`src/rtl/flexbex_ibex_pkg.sv`:
```
// Shared RV32I/RVC constants and field helpers for the instruction compressor and packer.
// Pure definitions: no logic, no latency, no flow control.
package flexbex_ibex_pkg;

  localparam logic [6:0] OPC_OPIMM = 7'h13;
  localparam logic [6:0] OPC_OP    = 7'h33;
  localparam logic [6:0] OPC_LOAD  = 7'h03;
  localparam logic [6:0] OPC_STORE = 7'h23;
  localparam logic [6:0] OPC_JAL   = 7'h6f;

  localparam logic [2:0] F3_ADD  = 3'b000;
  localparam logic [2:0] F3_WORD = 3'b010;

  localparam logic [15:0] RVC_NOP = 16'h0001;

  typedef enum logic {
    PK_EMPTY = 1'b0,
    PK_PEND  = 1'b1
  } pack_state_e;

  // x8..x15 are the only registers reachable through the 3-bit RVC register fields
  function automatic logic is_creg(input logic [4:0] r);
    return r[4:3] == 2'b01;
  endfunction

  function automatic logic fits_simm6(input logic [11:0] imm);
    return imm[11:5] == {7{imm[5]}};
  endfunction

  function automatic logic is_word_off7(input logic [11:0] imm);
    return (imm[11:7] == 5'd0) && (imm[1:0] == 2'b00);
  endfunction

endpackage

```
`src/rtl/flexbex_ibex_compressor.sv`:
```
// Maps an eligible RV32I instruction to its RVC halfword; first matching rule wins.
// Purely combinational, zero latency, no flow control.
module flexbex_ibex_compressor
  import flexbex_ibex_pkg::*;
#(
  parameter bit COMPRESS_EN = 1'b1
) (
  input  logic [31:0] instr_i,
  output logic [15:0] instr_o,
  output logic        is_compressible_o
);

  logic [6:0]  opcode;
  logic [4:0]  rd;
  logic [2:0]  funct3;
  logic [4:0]  rs1;
  logic [4:0]  rs2;
  logic [6:0]  funct7;
  logic [11:0] i_imm;
  logic [11:0] s_imm;
  logic [20:1] j_imm;
  logic        j_fits;

  assign opcode = instr_i[6:0];
  assign rd     = instr_i[11:7];
  assign funct3 = instr_i[14:12];
  assign rs1    = instr_i[19:15];
  assign rs2    = instr_i[24:20];
  assign funct7 = instr_i[31:25];
  assign i_imm  = instr_i[31:20];
  assign s_imm  = {instr_i[31:25], instr_i[11:7]};
  assign j_imm  = {instr_i[31], instr_i[19:12], instr_i[20], instr_i[30:21]};
  // C.J reaches +-2 KiB: the offset must sign-extend from bit 11
  assign j_fits = j_imm[20:11] == {10{j_imm[11]}};

  always_comb begin
    instr_o           = 16'h0000;
    is_compressible_o = 1'b0;
    if (opcode == OPC_OPIMM && funct3 == F3_ADD && rd != 5'd0 && fits_simm6(i_imm)) begin
      if (rs1 == rd && i_imm != 12'd0) begin
        instr_o           = {3'b000, i_imm[5], rd, i_imm[4:0], 2'b01};
        is_compressible_o = 1'b1;
      end else if (rs1 == 5'd0) begin
        instr_o           = {3'b010, i_imm[5], rd, i_imm[4:0], 2'b01};
        is_compressible_o = 1'b1;
      end
    end else if (opcode == OPC_OP && funct3 == F3_ADD && funct7 == 7'd0 &&
                 rd != 5'd0 && rs2 != 5'd0) begin
      if (rs1 == 5'd0) begin
        instr_o           = {4'b1000, rd, rs2, 2'b10};
        is_compressible_o = 1'b1;
      end else if (rs1 == rd) begin
        instr_o           = {4'b1001, rd, rs2, 2'b10};
        is_compressible_o = 1'b1;
      end
    end else if (opcode == OPC_LOAD && funct3 == F3_WORD && is_creg(rd) && is_creg(rs1) &&
                 is_word_off7(i_imm)) begin
      instr_o           = {3'b010, i_imm[5:3], rs1[2:0], i_imm[2], i_imm[6], rd[2:0], 2'b00};
      is_compressible_o = 1'b1;
    end else if (opcode == OPC_STORE && funct3 == F3_WORD && is_creg(rs1) && is_creg(rs2) &&
                 is_word_off7(s_imm)) begin
      instr_o           = {3'b110, s_imm[5:3], rs1[2:0], s_imm[2], s_imm[6], rs2[2:0], 2'b00};
      is_compressible_o = 1'b1;
    end else if (opcode == OPC_JAL && rd == 5'd0 && j_fits) begin
      instr_o           = {3'b101, j_imm[11], j_imm[4], j_imm[9:8], j_imm[10], j_imm[6],
                           j_imm[7], j_imm[3:1], j_imm[5], 2'b01};
      is_compressible_o = 1'b1;
    end
    if (!COMPRESS_EN) begin
      instr_o           = 16'h0000;
      is_compressible_o = 1'b0;
    end
  end

endmodule

```
`src/rtl/flexbex_ibex_compressed_packer.sv`:
```
// Compresses an RV32I stream and packs halfwords into aligned words; output visible one cycle after accept.
// Single output register: in_ready_o = !out_valid_o | out_ready_i, word held stable while stalled.
module flexbex_ibex_compressed_packer
  import flexbex_ibex_pkg::*;
#(
  parameter bit          COMPRESS_EN = 1'b1,
  parameter int unsigned CNT_W       = 16
) (
  input  logic             clk_i,
  input  logic             rst_ni,
  input  logic             in_valid_i,
  output logic             in_ready_o,
  input  logic [31:0]      in_instr_i,
  input  logic             flush_i,
  output logic             flush_done_o,
  output logic             out_valid_o,
  input  logic             out_ready_i,
  output logic [31:0]      out_word_o,
  output logic [CNT_W-1:0] stat_cnt_o
);

  pack_state_e      state_q, state_d;
  logic [15:0]      pend_q, pend_d;
  logic             out_vld_q, out_vld_d;
  logic [31:0]      out_q, out_d;
  logic [CNT_W-1:0] cnt_q, cnt_d;
  logic             fdone_q, fdone_d;
  logic             fseen_q, fseen_d;

  logic [15:0] cmp_instr;
  logic        cmp_ok;
  logic        in_rdy;
  logic        acc;
  logic        flush_req;

  flexbex_ibex_compressor #(
    .COMPRESS_EN (COMPRESS_EN)
  ) u_compressor (
    .instr_i           (in_instr_i),
    .instr_o           (cmp_instr),
    .is_compressible_o (cmp_ok)
  );

  assign in_rdy = !out_vld_q || out_ready_i;
  assign acc    = in_valid_i && in_rdy;
  // Instructions win over flush; a served request stays latched until flush_i drops
  assign flush_req = flush_i && !in_valid_i && !fseen_q;

  always_ff @(posedge clk_i) begin
    if (!rst_ni) begin
      state_q   <= PK_EMPTY;
      pend_q    <= 16'h0000;
      out_vld_q <= 1'b0;
      out_q     <= 32'h0000_0000;
      cnt_q     <= '0;
      fdone_q   <= 1'b0;
      fseen_q   <= 1'b0;
    end else begin
      state_q   <= state_d;
      pend_q    <= pend_d;
      out_vld_q <= out_vld_d;
      out_q     <= out_d;
      cnt_q     <= cnt_d;
      fdone_q   <= fdone_d;
      fseen_q   <= fseen_d;
    end
  end

  always_comb begin
    state_d   = state_q;
    pend_d    = pend_q;
    out_vld_d = out_vld_q && !out_ready_i;
    out_d     = out_q;
    cnt_d     = cnt_q;
    fdone_d   = 1'b0;
    fseen_d   = fseen_q && flush_i;
    if (acc) begin
      if (state_q == PK_EMPTY) begin
        if (cmp_ok) begin
          pend_d  = cmp_instr;
          state_d = PK_PEND;
        end else begin
          out_d     = in_instr_i;
          out_vld_d = 1'b1;
        end
      end else begin
        out_vld_d = 1'b1;
        if (cmp_ok) begin
          out_d   = {cmp_instr, pend_q};
          pend_d  = 16'h0000;
          state_d = PK_EMPTY;
        end else begin
          // A 32-bit instruction straddles the word boundary; its upper half waits
          out_d  = {in_instr_i[15:0], pend_q};
          pend_d = in_instr_i[31:16];
        end
      end
      if (cmp_ok && cnt_q != {CNT_W{1'b1}}) begin
        cnt_d = cnt_q + CNT_W'(1);
      end
    end else if (flush_req) begin
      if (state_q == PK_EMPTY) begin
        fdone_d = 1'b1;
        fseen_d = 1'b1;
      end else if (in_rdy) begin
        out_d     = {RVC_NOP, pend_q};
        out_vld_d = 1'b1;
        pend_d    = 16'h0000;
        state_d   = PK_EMPTY;
        fdone_d   = 1'b1;
        fseen_d   = 1'b1;
      end
    end
  end

  always_comb begin
    in_ready_o   = in_rdy;
    out_valid_o  = out_vld_q;
    out_word_o   = out_q;
    flush_done_o = fdone_q;
    stat_cnt_o   = cnt_q;
  end

endmodule

```
`config.mk`:
```
export PLATFORM = sky130hd
export DESIGN_NAME = flexbex_ibex_compressed_packer
export DESIGN_NICKNAME = d
export VERILOG_FILES = /design/src/rtl/flexbex_ibex_pkg.sv /design/src/rtl/flexbex_ibex_compressor.sv /design/src/rtl/flexbex_ibex_compressed_packer.sv
export SDC_FILE = /design/constraint.sdc
export NUM_CORES = 1
export LEC_CHECK = 0
export BUFFER_PORTS_ARGS = -buffer_cell sky130_fd_sc_hd__buf_2
export CAP_MARGIN = 20
export CORE_AREA = 2 2 74 146
export CTS_CLUSTER_SIZE = 20
export DETAILED_ROUTE_END_ITERATION = 10
export DIE_AREA = 0 0 76 148
export GPL_ROUTABILITY_DRIVEN = 0
export SLEW_MARGIN = 20
export SYNTH_ARGS = -nofsm -noshare
export SYNTH_HDL_FRONTEND = slang
export SYNTH_SLANG_ARGS = --single-unit
```
`constraint.sdc`:
```
create_clock -name clk_i -period 3.25 [get_ports clk_i]
set_input_delay 0.4875 -clock clk_i [delete_from_list [all_inputs] [get_ports clk_i]]
set_output_delay 0.4875 -clock clk_i [all_outputs]
set_load 0.1 [all_outputs]
```
After elaboration in Yosys (flattened, before gate mapping)
Cells that the tools add are included.

operators by class
  bitwise logic cells = 2
  muxes and demuxes = 51
  $add $sub $neg = 1
  reductions and logical operators = 49
  equal/unequal tests = 14

operator list
  operator               number
  $mux 16                15
  $mux 32                7
  $mux 1                 28
  $logic_and 1x1->1      26
  $add 16x1->16 const B  1
  $ne 16x16->1 const B   1
  $logic_not 5->1        3
  $mux 15                1
  $eq 7x6->1 const B     2
  $reduce_bool 12->1     1
  $reduce_bool 5->1      2
  $eq 9x9->1             1
  $reduce_and 4->1       2
  $reduce_bool 2->1      4
  $eq 7x2->1 const B     1
  $eq 7x5->1 const B     1
  $eq 7x7->1 const B     1
  $logic_not 7->1        1
  $eq 2x1->1 const B     3
  $eq 6x6->1             1
  $eq 5x5->1             1
  $logic_not 1->1        4
  $logic_not 2->1        2
  $eq 3x2->1 const B     1
  6 further kinds        7

word-level totals
  input port bits = 37
  register bits = 68
  logic and storage cells = 124

Logic depth before layout (Yosys ltp)
Gate-level depths: netlist (run 1).

  word-level depth = 12
  gate-level depth with buffers = 13
  gate-level depth less buffers = 12

Modules after synthesis
A second synthesis (run 1) with hierarchy kept.

unflattened totals
  cells, all modules = 461
  area, all modules = 4154.0 um^2

by module, submodules not included
  module                          cells an instance  times used  seq. area each (um^2)  area an instance (um^2)
  flexbex_ibex_compressed_packer  361                1           1361.3                 3442.1
  flexbex_ibex_compressor         100                1           0.0                    711.9

Worst setup path after synthesis (run 1)
Ideal clock, no wire load.

  kind = input-to-reg
  start point = input in_instr_i[20]
  end point = register out_q[26] (netlist: out_word_o[26])
  path buffers = 2
  path slack = 0.019 ns
  cell stages on the path = 13
  arrival time = 3.144 ns
  required time = 3.163 ns
  cell sequence = buf_6 -> or2_0 -> nor4_1 -> nand4b_1 -> a21oi_1 -> o2111ai_1 -> ha_1 -> nor2_1 -> clkbuf_1 -> nand2_1 -> nor2_1 -> a22oi_1 -> o31ai_1

between the ends
  word-level cells in the longest chain between the ends = 10
  elaborated cells between the ends (all ways) = 26
  those cells by class = 2 x eq/ne; 15 x mux; 9 x reduce/logical

RTL lines
  item                                      line                                  RTL
  start, declared                           flexbex_ibex_compressed_packer.sv:13  input logic [31:0] in_instr_i,
  $eq 9x9->1                                flexbex_ibex_compressor.sv:34         assign j_fits = j_imm[20:11] == {10{j_imm[11]}};
  $logic_and 1x1->1                         flexbex_ibex_compressor.sv:64         end else if (opcode == OPC_JAL && rd == 5'd0 && j_fits) begin
  $mux 16 / $mux 1 (equally long branches)  flexbex_ibex_compressor.sv:64
  $mux 16 / $mux 1 (equally long branches)  flexbex_ibex_compressor.sv:60         end else if (opcode == OPC_STORE && funct3 == F3_WORD && is_creg(rs1) && is_creg(rs2) &&
  $mux 16 / $mux 1 (equally long branches)  flexbex_ibex_compressor.sv:56         end else if (opcode == OPC_LOAD && funct3 == F3_WORD && is_creg(rd) && is_creg(rs1) &&
  $mux 16 / $mux 1 (equally long branches)  flexbex_ibex_compressor.sv:47         end else if (opcode == OPC_OP && funct3 == F3_ADD && funct7 == 7'd0 &&
  $mux 16 / $mux 1 (equally long branches)  flexbex_ibex_compressor.sv:39         if (opcode == OPC_OPIMM && funct3 == F3_ADD && rd != 5'd0 && fits_simm6(i_imm)) begin
  $mux 32                                   flexbex_ibex_compressed_packer.sv:88  if (cmp_ok) begin
  $mux 32                                   flexbex_ibex_compressed_packer.sv:78  if (state_q == PK_EMPTY) begin
  $mux 32                                   flexbex_ibex_compressed_packer.sv:77  if (acc) begin
  end signal, assigned                      flexbex_ibex_compressed_packer.sv:62  out_q <= out_d;
  end, declared                             flexbex_ibex_compressed_packer.sv:25  logic [31:0] out_q, out_d;

Several ways; a longest one is shown, not always the timed one.
A chain may end at the register's enable or synchronous reset.

Worst setup path after layout (run 1)
  start point = input in_instr_i[11]
  end point = register out_q[26] (netlist: out_word_o[26])

between the ends
  word-level cells in the longest chain between the ends = 11
  elaborated cells between the ends (all ways) = 35
  those cells by class = 3 x eq/ne; 19 x mux; 13 x reduce/logical

RTL lines
  item                                      line
  $logic_not 5->1                           flexbex_ibex_compressor.sv:64
  $logic_and 1x1->1 (2 in a row)            flexbex_ibex_compressor.sv:64
  $mux 16 / $mux 1 (equally long branches)  flexbex_ibex_compressor.sv:64
  $mux 16 / $mux 1 (equally long branches)  flexbex_ibex_compressor.sv:60
  $mux 16 / $mux 1 (equally long branches)  flexbex_ibex_compressor.sv:56
  $mux 16 / $mux 1 (equally long branches)  flexbex_ibex_compressor.sv:47
  $mux 16 / $mux 1 (equally long branches)  flexbex_ibex_compressor.sv:39
  $mux 32                                   flexbex_ibex_compressed_packer.sv:88
  $mux 32                                   flexbex_ibex_compressed_packer.sv:78
  $mux 32                                   flexbex_ibex_compressed_packer.sv:77

Several ways; a longest one is shown, not always the timed one.

==> impl_results.md, run 1 <==
- Synth Net Count: ~540
- Initial antenna violation count: 1
- Synth-to-layout area growth: 27.1%
- # IOs: 88
- Post-route minimum period: 2.94 ns
- Leak pwr: 1.96 nW
- # nets final: around 650
- Critical Path Source Type: input port
- Setup slack, reg-to-reg: between 0.5 and 0.6 ns
- Worst Slack Setup Final: 0.309 ns
- TritonCTS clock tree: built
- RSZ-0062 raised after global routing: false
- Kind of critical path: in2reg
- Flop pwr share: approximately 38%
- Reg clk slew, reported paths: roughly 0.060 ns
- Slew @ Worst Pin: 0.738 ns
- CP max FO: 14
- Vias per std cell: 6.10
- Clk buf depth: 2
- DP Area: 4720 sq um
- CP most frequent cell: buf_4
- Critical-path cell list: buf_2, or3_1, or2_1, a2111oi_0, inv_1, o2111ai_1, ha_1, nor2_2, buf_4, nor2_1, buf_4, a22oi_1, o31ai_1
- Worst path slowest cell: a2111oi_0
- Total number of vias: 4536
- Pwr dens: 463 nW/um^2
- Die Area: 11200 sq um
- Hold Path Stages: 2
- MaxCap Viol Count: 0
- Diode count: 0
- Dominant synthesized flop cell: dfxtp_1
- Reg2reg end: stat_cnt_o[1]
- Power Total: 2.32 mW
- Die Wd: roughly 76 um
- Total GRT Usage: ~27%
- FMAX: 0.340 GHz
- Async SR Flop Fraction: 0%
- HP Class: in2reg
- Post-synthesis sequential area ratio: 34.5%
- Htree depth: 3
- Worst path required time: 3.49 ns
- Delay-heaviest family, CP: compound AO/OA/AOI/OAI gates
- First-pass GRT wire length: ~24000 um
- Most frequent cells in the layout: buf_2, dfxtp_1, nand2_1
- Die Y: around 150 um
- Worst vdd ir: 264 uV
- Arrival time worst endpoint: 3.18 ns
- Setup violators final: 0
- Yosys warns: 0
- Sw Pwr: 0.738 mW
- Vias in the first global route: 4376
- Worst Path Buf+Inv: 4
- Yosys reg bits: 68
- Critical Path Sink Type: flop
- Max-slew headroom: 50.3%
- Worst-skew pair later-pin latency: approximately 0.33 ns
- Root Driver: clkbuf_16
- Commonest non-fill, non-tap cell in the layout: buf_2
- Mapped Avg Cell Area: ~7.9 sq um
- Share of the synthesized area in the top cell type: about a third
- Total grt overflow: 0
- Drt total wl: approximately 15000 um
- EDFF count, synth: 0
- Hpwl dp: 11700 um
- Routed Antenna Nets: 0
- Combinational Power Share: 19.8%
- Yosys cell types: 68
- Clock sinks: approximately 70
- Post-Syn Area: 3940 sq um
- HP Start: flush_i
- Clk network pwr share: 42.5%
- DRC: 0
- Fraction of layout cells with a size suffix above 1: a little over a quarter
- Initial core utilization: 39.1%
- Max incr delay on CP: approximately 0.54 ns
- Iter 0 DRT Violations: 304
- Routed WL per cell: slightly above 20 um
- Internal power: 1.58 mW
- Final hold vios: 0
- Core ar.: 10100 sq um
- Input/output buffers: 87
- Top cells by area, synth: dfxtp_1, nand2_1, o21ai_0, a311oi_1, nor2_1
- Num CTS Buffers: 9
- Sw frac: 31.8%
- Total iterations of the first detailed-routing run: 5
- Syn Inst Count: 498
- Placed cell count: 730
- Worst Reg-to-Reg Cells: 7
- Fin Clk Skew: 0.00561 ns
- FILL cells: approximately 1000
- Period utilization: 90.5%
- Endpoint with the worst hold slack: fseen_q
- Largest net degree at the start of global routing: a little under 60
- Critical R2R Launch: stat_cnt_o[3]
- Rows: between 50 and 60
- Outcome: finished clean
- Max-slew violation count: 0
- Synth area leader: dfxtp_1
- Post-route cell area: 5010 sq um
- Non-Filler Instances: 744
- Pre-CTS WS: -0.0262 ns
- Post-CTS Setup Bufs: 0
[flip-flops by register name, indices dropped and copies added (netlist names)]
name,flops
flush_done_o,1
fseen_q,1
out_valid_o,1
out_word_o,32
pend_q,16
stat_cnt_o,16
state_q,1
[per-layer routing]
| metal | vias to the layer above | share of wire [%] | global-route usage [%] |
|---|---|---|---|
| li1 | 2111 | - | - |
| met1 | 2105 | 35 | 28.9 |
| met2 | 242 | 51 | 47.7 |
| met3 | 78 | 5.9 | 3.91 |
| met4 | 0 | 8.1 | 21.1 |
| met5 | - | 0 | 0 |
[what timing repair did]
item / CTS / global route
hold endpoints to repair: 0 / 0
hold buffers: 0 / 0
gates resized for setup: 0 / 1
endpoints found under the setup margin: 0 / 5
[power by group through the flow]
stage	Clock (mW)	Combinational (mW)	Sequential, mW
global route	1.03	0.480	0.879
floorplan	0	0.115	1.08
global placement	0	0.452	0.894
CTS	1.01	0.455	0.877
detailed placement	0	0.454	0.895
finish	0.987	0.459	0.876
[stage by stage]
step	hold WS, ns	TNS [ns]	util [%]
finish	0.416	0	49.7
global route	0.430	0	49.7
CTS	0.402	0	49.7
detailed placement	0.436	-0.0925	46.8
global placement	0.433	0	46.8
floorplan	0.419	0	-
[cell families (layout without fill, tap and decap cells)]
| group | Yosys count | count (layout) | synth area share, % |
|---|---|---|---|
| mux | 2 | 2 | 0.508 |
| compound gates | 163 | 163 | 29.9 |
| simple gates | 209 | 209 | 27.4 |
| buf+inv | 46 | 157 | 5.20 |
| flops | 68 | 68 | 34.5 |
| xor+xnor | 7 | 7 | 1.55 |
| fa+ha+maj | 3 | 3 | 0.952 |
[worst reg2reg max path, cell delays in order, from the launching register on]
cell	delay (ns)
dfxtp_1	0.42
nand4_1	0.19
nor4_1	0.56
nand4_1	0.27
nor3_1	0.33
a211o_1	0.48
mux2i_1	0.25
nor2_1	0.05
[final cells by class]
cell class / count / area [sq um] / area share, %
clock buffers: 12 / 256 / 5.12
inverters: 16 / 60.1 / 1.20
clock inverters: 2 / 35.0 / 0.699
repair buffers: 127 / 748 / 14.9
multi-input cells: 384 / 2380 / 47.5
flip-flops and latches: 68 / 1360 / 27.2
well taps: 135 / 169 / 3.37
[synth_stat cells (8+ instances only)]
cell type	n
a21oi_1	16
nand4_1	18
a22oi_1	9
nand3_1	27
a31oi_1	11
dfxtp_1	68
a311oi_1	19
clkbuf_1	23
inv_1	15
o21ai_0	44
nor2_1	41
nand2_1	62
nor3_1	10
or4_1	8
[worst max path at each step]
stage	from	to	slack, ns	cells past startpoint
floorplan	in_instr_i[20]	out_word_o[26]	0.02	13
global placement	in_instr_i[11]	out_word_o[26]	0.03	13
detailed placement	in_instr_i[21]	out_word_o[28]	-0.03	12
CTS	in_instr_i[21]	out_word_o[26]	0.28	12
global route	in_instr_i[11]	out_word_o[26]	0.08	13
finish	in_instr_i[11]	out_word_o[26]	0.31	13
Note: power is estimated with default switching activity, not from simulation.
==> run 2: changes to the inputs <==
--- a/config.mk
+++ b/config.mk
@@ -7,11 +7,13 @@
 export LEC_CHECK = 0
 export BUFFER_PORTS_ARGS = -buffer_cell sky130_fd_sc_hd__buf_2
 export CAP_MARGIN = 20
-export CORE_AREA = 2 2 74 146
+export CORE_AREA = 2 2 70 138
 export CTS_CLUSTER_SIZE = 20
 export DETAILED_ROUTE_END_ITERATION = 10
-export DIE_AREA = 0 0 76 148
+export DIE_AREA = 0 0 72 140
 export GPL_ROUTABILITY_DRIVEN = 0
+export PLACE_DENSITY_LB_ADDON = 0.08
+export SKIP_CTS_REPAIR_TIMING = 1
 export SLEW_MARGIN = 20
 export SYNTH_ARGS = -nofsm -noshare
 export SYNTH_HDL_FRONTEND = slang
==> impl_results.md, run 2 (synthesis gave the netlist of run 1 again) <==
- Outcome: finished clean
- Fraction of layout cells with a size suffix above 1: 26.4% (-0.21 points)
- Core ar.: 9010 sq um (-11%)
- Hpwl dp: 11400 um (-2.3%)
- Die Wd: 72 um (-5.3%)
- Total iterations of the first detailed-routing run: 5 (unchanged)
- Total GRT Usage: 29.4% (+2.3 points)
- Critical path endpoint: out_word_o[26]
- Commonest non-fill, non-tap cell in the layout: buf_2
- Total number of vias: 4510 (-0.57%)
- Rows: 49 (-5.8%)
- Max reg flops: 32 (unchanged)
- Pwr dens: 468 nW/um^2 (+1.0%)
- # nets final: 645 (-0.15%)
- Worst-skew pair later-pin latency: 0.33 ns (about the same)
- Clock sinks: 68 (unchanged)
- RSZ-0062 raised after global routing: false
- Largest net degree at the start of global routing: 56 (-3.4%)
- Reg clk slew, reported paths: 0.05 ns (about the same)
- Leak pwr: 1.95 nW (-0.44%)
- Routed Antenna Nets: 0 (unchanged)
- Arrival time worst endpoint: 3.17 ns (about the same)
- Worst vdd ir: 257 uV (-2.3%)
- Post-route minimum period: 2.94 ns (-0.00361 ns)
- Vias in the first global route: 4207 (-3.9%)
- CP max FO: 9 (-5)
- Htree depth: 3 (unchanged)
- Max-slew headroom: 41.8% (-8.4 points)
- Most frequent cells in the layout: buf_2, dfxtp_1, nand2_1
- Critical Path Start: in_instr_i[11]
- MaxCap Viol Count: 0 (unchanged)
- Kind of critical path: in2reg
- Drt total wl: 14900 um (-1.8%)
- Root Driver: clkbuf_16
- Input/output buffers: 87 (unchanged)
- TritonCTS clock tree: built
- Initial antenna violation count: 0 (-1)
- Critical Path Source Type: input port
- Final setup TNS: 0 ns (unchanged)
- Hold Path Stages: 2 (unchanged)
- Placed cell count: 696 (-4.7%)
- Critical Path Sink Type: flop
- Setup violators final: 0 (unchanged)
- Non-Filler Instances: 712 (-4.3%)
- Die Area: 10100 sq um (-10%)
- Total grt overflow: 0 (unchanged)
- Synth-to-layout area growth: 25.8%
- Vias per std cell: 6.33 (+3.9%)
- HP Class: in2reg
- Critical R2R Launch: stat_cnt_o[3]
- Routed WL per cell: 20.9 um (+2.7%)
- Num CTS Buffers: 9 (unchanged)
- Fin Clk Skew: 0.00378 ns (-0.00183 ns)
- # IOs: 88 (unchanged)
- Diode count: 0 (unchanged)
- Clk buf depth: 2 (unchanged)
- Slew @ Worst Pin: 0.869 ns (+0.131 ns)
- Die Y: 140 um (-5.4%)
- DRC: 0 (unchanged)
- Period utilization: 90.4% (-0.11 points)
- Setup slack, reg-to-reg: 0.73 ns (+0.15 ns)
- Reg2reg end: stat_cnt_o[1]
- FMAX: 0.340 GHz (+0.12%)
- Worst path required time: 3.49 ns (about the same)
- Final hold vios: 0 (unchanged)
- Max-slew violation count: 0 (unchanged)
- Worst Reg-to-Reg Cells: 8 (+1)
- Iter 0 DRT Violations: 343 (+13%)
- First-pass GRT wire length: 22600 um (-4.8%)
- Initial core utilization: 43.8% (+4.7 points)
-- run 2: worst min-delay path by stage --
| stage | from | endpoint | slack, ns |
|---|---|---|---|
| finish | flush_i | fseen_q | 0.42 |
| global route | flush_i | fseen_q | 0.41 |
| CTS | flush_i | fseen_q | 0.41 |
| detailed placement | pend_q[3] | pend_q[3] | 0.44 |
| global placement | pend_q[15] | pend_q[15] | 0.43 |
| floorplan | pend_q[15] | pend_q[15] | 0.42 |
-- run 2: final cells by class --
cell class                 instances  area, sq um
fill                             875         4050
tap                              102          128
clock buffer                      13          260
timing repair buffer             126          728
clock inverter                     3         45.0
sequential                        68         1360
inverter                          16         60.1
multi-input combinational        384         2380
-- run 2: where the power goes --
group	internal, mW	switching [mW]	total [mW]
registers	0.862	0.0135	0.875
clock network	0.636	0.357	0.993
logic	0.0931	0.362	0.455
total	1.59	0.732	2.32
-- run 2: layer usage --
metal	global-route usage [%]	routed length (um)
met1	31.6	5260
met2	50.7	7670
met3	5.25	1040
met4	20.2	917
met5	0	0
-- run 2: critical path, stage by stage --
cell and delay, ns:
buf_2 0.12, or3_1 0.43, nor2_1 0.22, nor3_1 0.10
nand3_1 0.16, o2111ai_1 0.19, ha_1 0.25, nor2_2 0.18
nand2_1 0.10, nor2_1 0.67, a22oi_1 0.14, o31ai_1 0.12
-- run 2: through the flow --
step / instance area (sq um) / setup WS [ns] / power (mW) / utilization [%] / hold WS (ns)
2_1_floorplan: 3940 / 0.0187 / 1.20 / - / 0.419
4_1_cts: 4960 / 0.400 / 2.34 / 55.1 / 0.406
6_report: 4960 / 0.312 / 2.32 / 55.1 / 0.419
3_5_place_dp: 4660 / 0.0794 / 1.34 / 51.7 / 0.435
5_1_grt: 4960 / 0.0924 / 2.40 / 55.1 / 0.408
3_3_place_gp: 4660 / 0.176 / 1.34 / 51.7 / 0.430
==> run 3: changes to the inputs <==
--- a/config.mk
+++ b/config.mk
@@ -7,14 +7,15 @@
 export LEC_CHECK = 0
 export BUFFER_PORTS_ARGS = -buffer_cell sky130_fd_sc_hd__buf_2
 export CAP_MARGIN = 20
-export CORE_AREA = 2 2 70 138
+export CORE_AREA = 2 2 71 141
 export CTS_CLUSTER_SIZE = 20
 export DETAILED_ROUTE_END_ITERATION = 10
-export DIE_AREA = 0 0 72 140
+export DIE_AREA = 0 0 73 143
 export GPL_ROUTABILITY_DRIVEN = 0
 export PLACE_DENSITY_LB_ADDON = 0.08
 export SKIP_CTS_REPAIR_TIMING = 1
 export SLEW_MARGIN = 20
 export SYNTH_ARGS = -nofsm -noshare
 export SYNTH_HDL_FRONTEND = slang
+export SYNTH_HIERARCHICAL = 1
 export SYNTH_SLANG_ARGS = --single-unit
==> constraint.sdc (replaced) <==
create_clock -name clk_i -period 3.25 [get_ports clk_i]
set_input_delay 0.975 -clock clk_i [delete_from_list [all_inputs] [get_ports clk_i]]
set_output_delay 0.975 -clock clk_i [all_outputs]
set_load 0.1 [all_outputs]
==> impl_results.md, run 3 <==
- Post-route minimum period: 3.15 ns (+0.209 ns)
- Fraction of layout cells with a size suffix above 1: 40.6% (+14 points)
- Arrival time worst endpoint: 3.41 ns (+0.24 ns)
- Post-synthesis sequential area ratio: 32.8% (-1.7 points)
- Worst Reg-to-Reg Cells: 6 (-2)
- Synth-to-layout area growth: 38.6%
- Critical Path Sink Type: flop
- Final hold vios: 0 (unchanged)
- HP Class: reg2reg
- Input/output buffers: 87 (unchanged)
- Highest routed layer: met4
- Diode count: 0 (unchanged)
- Xor-xnor portion of the synthesized cell area: 1.05% (-0.50 points)
- # nets final: 656 (+1.7%)
- Die Y: 143 um (+2.1%)
- Initial antenna violation count: 0 (unchanged)
- Synth area leader: dfxtp_1
- Htree depth: 3 (unchanged)
- Worst path required time: 3.51 ns (+0.02 ns)
- Fin Clk Skew: 0.00601 ns (+0.00223 ns)
- Yosys warns: 6 (+6)
- Die Wd: 73 um (+1.4%)
- Synth Net Count: 502 (-6.7%)
- Kind of critical path: in2reg
- Total GRT Usage: 27.0% (-2.4 points)
- MaxCap Viol Count: 0 (unchanged)
- Most frequent cells in the layout: buf_2, buf_4, dfxtp_1
- Share of the synthesized area in the top cell type: 32.8% (-1.7 points)
- Syn Inst Count: 461 (-7.4%)
- Routed WL per cell: 19.1 um (-8.9%)
- Synth Area in Compound Gates: 31.7% (+1.8 points)
- Commonest non-fill, non-tap cell in the layout: buf_2
- Num CTS Buffers: 9 (unchanged)
- Met3 wire length: 510 um (-51%)
- Multiplexer area fraction after synthesis: 9.16% (+8.6 points)
- Total number of vias: 4284 (-5.0%)
- CP max FO: 9 (unchanged)
- Adder-cell area share of the yosys netlist: 1.20% (+0.25 points)
- Root Driver: clkbuf_16
- Yosys reg bits: 68 (unchanged)
- Largest net degree at the start of global routing: 48 (-14%)
- Critical Path Source Type: input port
- Yosys cell types: 69 (+1.5%)
- # IOs: 88 (unchanged)
- Power Total: 2.59 mW (+12%)
- Rows: 50 (+2.0%)
- Total grt overflow: 0 (unchanged)
- Core ar.: 9320 sq um (+3.4%)
- Max-slew headroom: 55.0% (+13 points)
- Vias per std cell: 5.92 (-6.6%)
- Worst vdd ir: 291 uV (+13%)
- Final setup TNS: 0 ns (unchanged)
- Routed Antenna Nets: 0 (unchanged)
- Most numerous cell in the Yosys netlist: dfxtp_1
- Post-Syn Area: 4150 sq um (+5.3%)
- Synth cell count leaders: dfxtp_1, nor2_1, mux2i_1
- FMAX: 0.318 GHz (-6.6%)
- Total iterations of the first detailed-routing run: 6 (+1)
- Mapped Avg Cell Area: 9.01 sq um (+14%)
- Initial core utilization: 44.6% (+0.80 points)
- Drt total wl: 13800 um (-7.3%)
- Worst-skew pair later-pin latency: 0.33 ns (about the same)
- Max-slew violation count: 0 (unchanged)
- TritonCTS clock tree: built
- Outcome: finished clean
- Iter 0 DRT Violations: 317 (-7.6%)
- Die Area: 10400 sq um (+3.6%)
- Pwr dens: 450 nW/um^2 (-3.8%)
- Slew @ Worst Pin: 0.674 ns (-0.196 ns)
- Post-route cell area: 5760 sq um (+16%)
- Clk buf depth: 2 (unchanged)
- Hpwl dp: 10900 um (-4.9%)
- Max reg flops: 32 (unchanged)
- Dominant synthesized flop cell: dfxtp_1
- DP Area: 5330 sq um (+14%)
- Reg clk slew, reported paths: 0.05 ns (about the same)
- DR WL met2: 7310 um (-4.7%)
- Period utilization: 96.8% (+6.4 points)
- Setup violators final: 0 (unchanged)
- Clock sinks: 68 (unchanged)
- Async SR Flop Fraction: 0% (unchanged)
- RSZ-0062 raised after global routing: false
- Vias in the first global route: 4172 (-0.83%)
- First-pass GRT wire length: 21300 um (-5.6%)
- Hold Path Stages: 2 (unchanged)
- M1 WL: 4990 um (-5.2%)
- EDFF count, synth: 0 (unchanged)
- DRC: 0 (unchanged)
- Leak pwr: 2.36 nW (+21%)
- Synth Area in Simple Gates: 18.7% (-8.7 points)
- Top cells by area, synth: dfxtp_1, mux2i_1, a211oi_2, nor2_1, a21oi_1
- Largest family of logic cells by synthesized area: compound AO/OA/AOI/OAI gates
-- run 3: cell types whose count changed in the layout (fill, tap and decap cells not counted), moves of 18 or more --
cell | previous run | this run
nand2_1 | 62 | 20
buf_4 | 39 | 79
mux2i_1 | 2 | 38
a311oi_1 | 19 | 1
o21ai_0 | 44 | 18
a211oi_2 | 0 | 20
-- run 3: worst max-delay path: stages --
cell	delay [ns]
buf_2	0.10
buf_4	0.11
nand4_1	0.09
or3_1	0.41
a2111oi_4	0.41
nor2_1	0.17
o21ai_4	0.11
and2_4	0.19
nand4_4	0.14
or4_4	0.56
a21oi_2	0.15
-- run 3: cells by family (layout without fill, tap and decap cells) --
group                    Yosys count  count (layout)
AND/OR/NAND/NOR                  136             136
buffers and inverters             45             204
flip-flops                        68              68
multiplexers                      38              38
AO/OA/AOI/OAI                    165             165
adder cells (fa/ha/maj)            4               4
XOR/XNOR                           5               5
-- run 3: metal layers --
layer,track usage [%],vias up
li1,-,2071
met4,17.9,0
met5,0,-
met1,27.9,1998
met2,48.3,165
met3,4.02,50
-- run 3: area by class of cell --
| type | instances | area (sq um) |
|---|---|---|
| clock buffer | 10 | 239 |
| clock inverter | 6 | 111 |
| fill | 819 | 3560 |
| inverter | 14 | 58.8 |
| multi-input combinational | 348 | 2670 |
| sequential | 68 | 1360 |
| tap | 104 | 130 |
| timing repair buffer | 174 | 1180 |
-- run 3: worst paths after layout --
check / to / from / slack (ns)
setup / recovery: stat_cnt_o[13] / in_instr_i[14] / 0.10
hold / removal: out_word_o[1] / out_word_o[1] / 0.49
setup reg to reg: out_word_o[16] / state_q / 1.35
hold reg to reg: out_word_o[1] / out_word_o[1] / 0.49
-- run 3: metrics by stage --
step / util [%] / hold WS [ns] / setup slack (ns) / instances
2_1_floorplan: - / 0.480 / -0.212 / 461
3_3_place_gp: 57.2 / 0.475 / -0.265 / 706
3_5_place_dp: 57.2 / 0.491 / -0.333 / 706
4_1_cts: 60.9 / 0.497 / 0.00488 / 722
5_1_grt: 61.8 / 0.522 / 0.00227 / 724
6_report: 61.8 / 0.494 / 0.103 / 724
-- run 3: where the power goes --
part	switching, mW	total [mW]	internal (mW)
Combinational	0.422	0.578	0.156
Sequential	0.0146	0.881	0.866
Clock	0.364	1.13	0.770
Total	0.800	2.59	1.79
